File: src/rtl/dmem_mmio_bus.sv
// rtl/dmem_mmio_bus.sv - data RAM plus GPIO, timer and TX byte FIFO behind one load/store port
`timescale 1ns/1ps
module dmem_mmio_bus #(
    parameter int          RAM_WORDS  = 64,
    parameter int          FIFO_DEPTH = 4,
    parameter logic [31:0] MMIO_BASE  = 32'h0000_1000
) (
    input  logic        clk,
    input  logic        reset,
    input  logic        MemWrite,
    input  logic [31:0] ALUResult,
    input  logic [31:0] WriteData,
    output logic [31:0] ReadData,
    output logic [31:0] gpio_out,
    output logic        timer_irq,
    output logic        tx_valid,
    output logic [7:0]  tx_data,
    input  logic        tx_ready
);
    localparam int RAW = $clog2(RAM_WORDS);
    localparam int PW  = $clog2(FIFO_DEPTH);
    localparam int CW  = $clog2(FIFO_DEPTH + 1);

    logic [31:0]   ram_q [RAM_WORDS];
    logic [7:0]    fifo_q [FIFO_DEPTH];
    logic [31:0]   gpio_q, gpio_d;
    logic [31:0]   count_q, count_d;
    logic [31:0]   cmp_q, cmp_d;
    logic          flag_q, flag_d;
    logic          ovf_q, ovf_d;
    logic [PW-1:0] rd_ptr_q, rd_ptr_d, wr_ptr_q, wr_ptr_d;
    logic [CW-1:0] cnt_q, cnt_d;

    // RAM wins any overlap; the MMIO window is six consecutive words from MMIO_BASE
    logic        is_ram, mmio_hit;
    logic [29:0] off;
    assign is_ram   = ALUResult < 32'(RAM_WORDS * 4);
    assign off      = ALUResult[31:2] - MMIO_BASE[31:2];
    assign mmio_hit = !is_ram && (off < 30'd6);

    logic wr_gpio, wr_cnt, wr_cmp, wr_stat, wr_txd, wr_txs;
    assign wr_gpio = MemWrite && mmio_hit && (off[2:0] == 3'd0);
    assign wr_cnt  = MemWrite && mmio_hit && (off[2:0] == 3'd1);
    assign wr_cmp  = MemWrite && mmio_hit && (off[2:0] == 3'd2);
    assign wr_stat = MemWrite && mmio_hit && (off[2:0] == 3'd3);
    assign wr_txd  = MemWrite && mmio_hit && (off[2:0] == 3'd4);
    assign wr_txs  = MemWrite && mmio_hit && (off[2:0] == 3'd5);

    logic full, empty, pop, push, ovf_set;
    assign empty   = (cnt_q == '0);
    assign full    = (cnt_q == CW'(FIFO_DEPTH));
    assign pop     = !empty && tx_ready;
    assign push    = wr_txd && (!full || pop);
    assign ovf_set = wr_txd && full && !pop;

    logic [31:0] tx_status;
    assign tx_status = {26'd0, ovf_q, 3'(cnt_q), empty, full};

    always_comb begin
        gpio_d   = wr_gpio ? WriteData : gpio_q;
        count_d  = wr_cnt ? WriteData : count_q + 32'd1;
        cmp_d    = wr_cmp ? WriteData : cmp_q;
        // a match on this edge beats a software clear
        flag_d   = (count_q == cmp_q) ? 1'b1 : ((wr_stat && WriteData[0]) ? 1'b0 : flag_q);
        ovf_d    = ovf_set ? 1'b1 : ((wr_txs && WriteData[5]) ? 1'b0 : ovf_q);
        rd_ptr_d = pop  ? rd_ptr_q + PW'(1) : rd_ptr_q;
        wr_ptr_d = push ? wr_ptr_q + PW'(1) : wr_ptr_q;
        cnt_d    = cnt_q;
        if (push && !pop)      cnt_d = cnt_q + CW'(1);
        else if (pop && !push) cnt_d = cnt_q - CW'(1);
    end

    always_ff @(posedge clk) begin
        if (reset) begin
            gpio_q   <= '0;
            count_q  <= '0;
            cmp_q    <= 32'hFFFF_FFFF;
            flag_q   <= 1'b0;
            ovf_q    <= 1'b0;
            rd_ptr_q <= '0;
            wr_ptr_q <= '0;
            cnt_q    <= '0;
        end else begin
            gpio_q   <= gpio_d;
            count_q  <= count_d;
            cmp_q    <= cmp_d;
            flag_q   <= flag_d;
            ovf_q    <= ovf_d;
            rd_ptr_q <= rd_ptr_d;
            wr_ptr_q <= wr_ptr_d;
            cnt_q    <= cnt_d;
        end
    end

    // storage arrays are not reset; RAM keeps its contents across reset
    always_ff @(posedge clk) begin
        if (!reset && MemWrite && is_ram) ram_q[ALUResult[RAW+1:2]] <= WriteData;
        if (!reset && push)               fifo_q[wr_ptr_q] <= WriteData[7:0];
    end

    always_comb begin
        ReadData = '0;
        if (is_ram) begin
            ReadData = ram_q[ALUResult[RAW+1:2]];
        end else if (mmio_hit) begin
            case (off[2:0])
                3'd0:    ReadData = gpio_q;
                3'd1:    ReadData = count_q;
                3'd2:    ReadData = cmp_q;
                3'd3:    ReadData = {31'd0, flag_q};
                3'd5:    ReadData = tx_status;
                default: ReadData = '0;
            endcase
        end
    end

    assign gpio_out  = gpio_q;
    assign timer_irq = flag_q;
    assign tx_valid  = !empty;
    assign tx_data   = empty ? 8'h00 : fifo_q[rd_ptr_q];
endmodule

File: config.mk
export PLATFORM = sky130hd
export DESIGN_NAME = dmem_mmio_bus
export DESIGN_NICKNAME = d
export VERILOG_FILES = /design/src/rtl/dmem_mmio_bus.sv
export SDC_FILE = /design/constraint.sdc
export NUM_CORES = 2
export LEC_CHECK = 0
export BUFFER_PORTS_ARGS = -buffer_cell sky130_fd_sc_hd__buf_4
export CORE_MARGIN = 3
export CORE_UTILIZATION = 49
export CTS_BUF_LIST = sky130_fd_sc_hd__clkbuf_8
export DETAILED_ROUTE_END_ITERATION = 10
export PLACE_DENSITY = 0.67
export SYNTH_ARGS = -nofsm -noshare
export SYNTH_HDL_FRONTEND = slang
export SYNTH_SLANG_ARGS = --single-unit
File: constraint.sdc
create_clock -name clk -period 6.6 [get_ports clk]
set_input_delay 1.65 -clock clk [delete_from_list [all_inputs] [get_ports clk]]
set_output_delay 1.65 -clock clk [all_outputs]
set_load 0.02 [all_outputs]
==> impl_metrics.py <==
metrics = {
    "worst_setup_path": {
        "crit_path_start_kind": "primary input",
        "crit_required_ps": 4950,
        "cp.arrival_ps": 4920,
        "critical_path_class": "primary input to output port",
        "critPathMaxFanout": 18,
        "cp-end-kind": "output port",
    },
    "timing": {
        "skew_ps": 38.8,
        "tns_ps": 0,
        "max_freq_mhz": 152,
        "period_share": 0.995,
        "setup_viol": 0,
        "hold_violations": 0,
        "rsz0062_at_grt": "no",
        "min_period_ps": 6570,
        "drv_slew": 0,
        "slew_headroom": 0.249,
        "worst_pin_slew_ps": 1110,
    },
    "power": {
        "report.power.total_mw": 27.6,
        "p_int_mw": 21.0,
        "seqPwrFrac": 0.550,
        "swShare": 0.238,
        "clock_power_share": 0.378,
        "irDropWorstVdd_uv": 249,
        "power_frac_comb": 0.072,
        "cellPowerDensity_nw_per_um2": 278,
        "cellLeakagePower_nw": 32.9,
        "p_sw_mw": 6.58,
    },
    "floorplanning": {
        "die_y_um": 425,
        "row_count": 153,
        "fp.dieW_um": 425,
        "core_area_um2": 174000,
        "fp.dieArea_um2": 180000,
        "start_util": 0.493,
        "num_io_pins": 142,
    },
    "synth": {
        "synth_xor_area_frac": 0.00683,
        "yosys_warnings": 0,
        "synth_mux_area_frac": 0.0880,
        "seq_area_frac_synth": 0.752,
        "yosysTopAreaCellShare": 0.727,
        "ys_types": 74,
        "synth_top_cell_by_area": "edfxtp_1",
        "netlist_area_um2": 85900,
        "synth_edf_count": 2080,
        "post_synth.cell_area_avg_um2": 17.2,
        "synth_nets": 5056,
        "synth_top_family_by_area": "compound AO/OA/AOI/OAI gates",
        "ys_ff_latch": 2187,
        "synth_ff_type": "edfxtp_1",
        "synth_compound_area_frac": 0.0919,
        "synthSimpleGateAreaFrac": 0.0372,
        "async_flop_share": 0,
        "synthTopCellsByArea": "edfxtp_1 (73%), mux4_2 (3.3%), mux2i_1 (3.1%), a221oi_1 (2.6%), dfxtp_1 (2.5%)",
        "synth_fa_ha_area_frac": 0.00111,
        "synth_cells": 4981,
    },
    "grt": {
        "grt_pass1_wl_mm": 402,
        "grt_util_all_layers": 0.319,
        "overflow": 0,
        "grt_pass1_vias": 51600,
        "antenna_found_initial": 24,
        "grt_max_degree": 73,
    },
    "routing": {
        "route.met2.wl_mm": 128,
        "wl_met3_mm": 43.7,
        "drc_errors": 0,
        "wl_per_cell_um": 35.6,
        "via_count": 54600,
        "dr.pass1.iters": 9,
        "maxUsedRoutingLayer": "met5",
        "drt_iter0_drc": 9690,
        "drt-met1-wl_mm": 104,
        "drtAntennaViolNets": 0,
        "wl_mm": 292,
        "drt-vias-per-instance": 6.65,
    },
    "final_layout": {
        "num-fill-cells": 13100,
        "layout_common_cells": "edfxtp_1 (2,080), buf_4 (572), clkbuf_8 (368), mux2i_1 (269), nand2_1 (258)",
        "drive_above_1_share": 0.247,
        "layout_commonest_cell": "edfxtp_1",
        "fin_util": 0.571,
        "area_growth_pct": 15.7,
        "nNetsFinal": 5719,
    },
    "clock_tree": {
        "cts_tree": "yes",
        "htree_levels": 5,
        "cts_buffers": 356,
        "cts_max_path_buffers": 4,
        "clkLatencyLatePin_ps": 1050,
        "clk_pin_slew_ps": 60,
        "cts_root_buf": "clkbuf_8",
        "clock-sinks": 2187,
    },
    "placement": {
        "dp_hpwl_mm": 175,
        "place.gp.congestion": 0.975,
        "port_buffers": 139,
    },
    "worst_hold_path": {
        "hp-class": "flop to flop",
    },
    "job": {
        "maxCapViolCount": 0,
    },
    "status": {
        "status": "finished, final reports clean",
    },
}
-- metal layers --
layer  global-route usage  up-vias
li1                     -    21600
met1                0.430    27700
met2                0.463     4415
met3                0.107      789
met4                0.163        8
met5                    0        -
-- logic make-up (layout without fill, tap and decap cells) --
| kind of cell | Yosys count | count (layout) |
|---|---|---|
| AO/OA/AOI/OAI | 1077 | 1077 |
| multiplexers | 576 | 576 |
| adder cells (fa/ha/maj) | 7 | 7 |
| XOR/XNOR | 67 | 67 |
| flip-flops | 2187 | 2187 |
| other | 0 | 13 |
| buffers and inverters | 353 | 1243 |
| AND/OR/NAND/NOR | 714 | 714 |
-- path summary, 6_finish.rpt --
kind,start,cells past startpoint,to,slack (ps)
worst max-delay path,ALUResult[2],11,ReadData[25],30
worst min-delay path,gpio_out[4],2,gpio_out[4],470
worst max register to register,cnt_q[0],10,cnt_q[2],3910
worst min register to register,gpio_out[4],2,gpio_out[4],470
-- power groups by stage --
stage	combinational, mW	clock [mW]	sequential, mW
4_1_cts	1.92	10.5	15.2
2_1_floorplan	0.759	0	15.5
6_report	1.99	10.4	15.2
3_3_place_gp	1.90	0	15.5
5_1_grt	2.01	11.1	15.2
3_5_place_dp	1.92	0	15.5
-- flip-flops by register name, indices dropped and copies added (netlist names), named ones only --
register   cells
ram_q       2048
cmp_q         32
count_q       32
fifo_q        32
gpio_out      32
cnt_q          3
rd_ptr_q       2
wr_ptr_q       2
ovf_q          1
timer_irq      1
-- worst max-delay path: stages --
cell      delay (ps)
buf_8            260
buf_12           280
nor2b_4          470
buf_12           260
a22oi_1          120
o21ai_0          770
a222oi_1         280
o2111a_1         180
buf_4            170
o22ai_1          190
buf_4            170
-- through the flow --
step / setup WS [ps] / cells / instance area, um^2 / hold WS (ps)
3_5_place_dp: -38.0 / 7611 / 93300 / 462
4_1_cts: 104 / 8196 / 99300 / 472
6_report: 29.8 / 8209 / 99300 / 472
5_1_grt: 12.4 / 8199 / 99300 / 498
2_1_floorplan: 969 / 4981 / 85900 / 449
3_3_place_gp: 18.5 / 7611 / 93300 / 461
-- cells in the mapped netlist, types with 6 or more instances --
cell	count
edfxtp_1	2080
mux2i_1	269
nor2_1	265
nand2_1	258
a221oi_1	252
a21oi_1	167
o22ai_1	156
mux2_2	153
a22oi_1	136
mux4_2	124
buf_2	119
clkbuf_1	118
dfxtp_1	107
o21ai_0	103
a22o_1	67
buf_4	45
xnor2_1	42
a211oi_1	41
buf_6	38
a221o_1	37
nand3b_1	32
mux2_1	26
nand3_1	25
nor4_1	25
xor2_1	25
o221ai_1	23
buf_1	22
nand4_1	22
nor3_1	19
o22a_1	19
and2_1	18
a222oi_1	15
and3_1	10
o2bb2ai_1	10
a221oi_2	8
nor2b_1	8
a31oi_1	7
inv_1	7
o21ai_1	7
ha_1	6
nand2b_1	6
nor2_2	6
o211ai_1	6
-- repair_timing --
item	in CTS	in global routing
setup endpoints to repair	1	2
pin swaps	0	0
resized for setup	1	2
endpoints found under the hold margin	0	0
hold buffers	0	0
setup buffers	0	0
-- final cells by class --
class	count	area [um^2]	share of cell area
Multi-Input combinational cell	2441	19900	0.201
Tap cell	2325	2910	0.0293
Timing Repair Buffer	648	5800	0.0584
Clock buffer	368	5060	0.0510
Sequential cell	2187	64600	0.650
Clock inverter	217	958	0.00965
Inverter	10	50.0	0.000504
Antenna cell	13	32.5	0.000327
(Power assumes the default switching activity.)
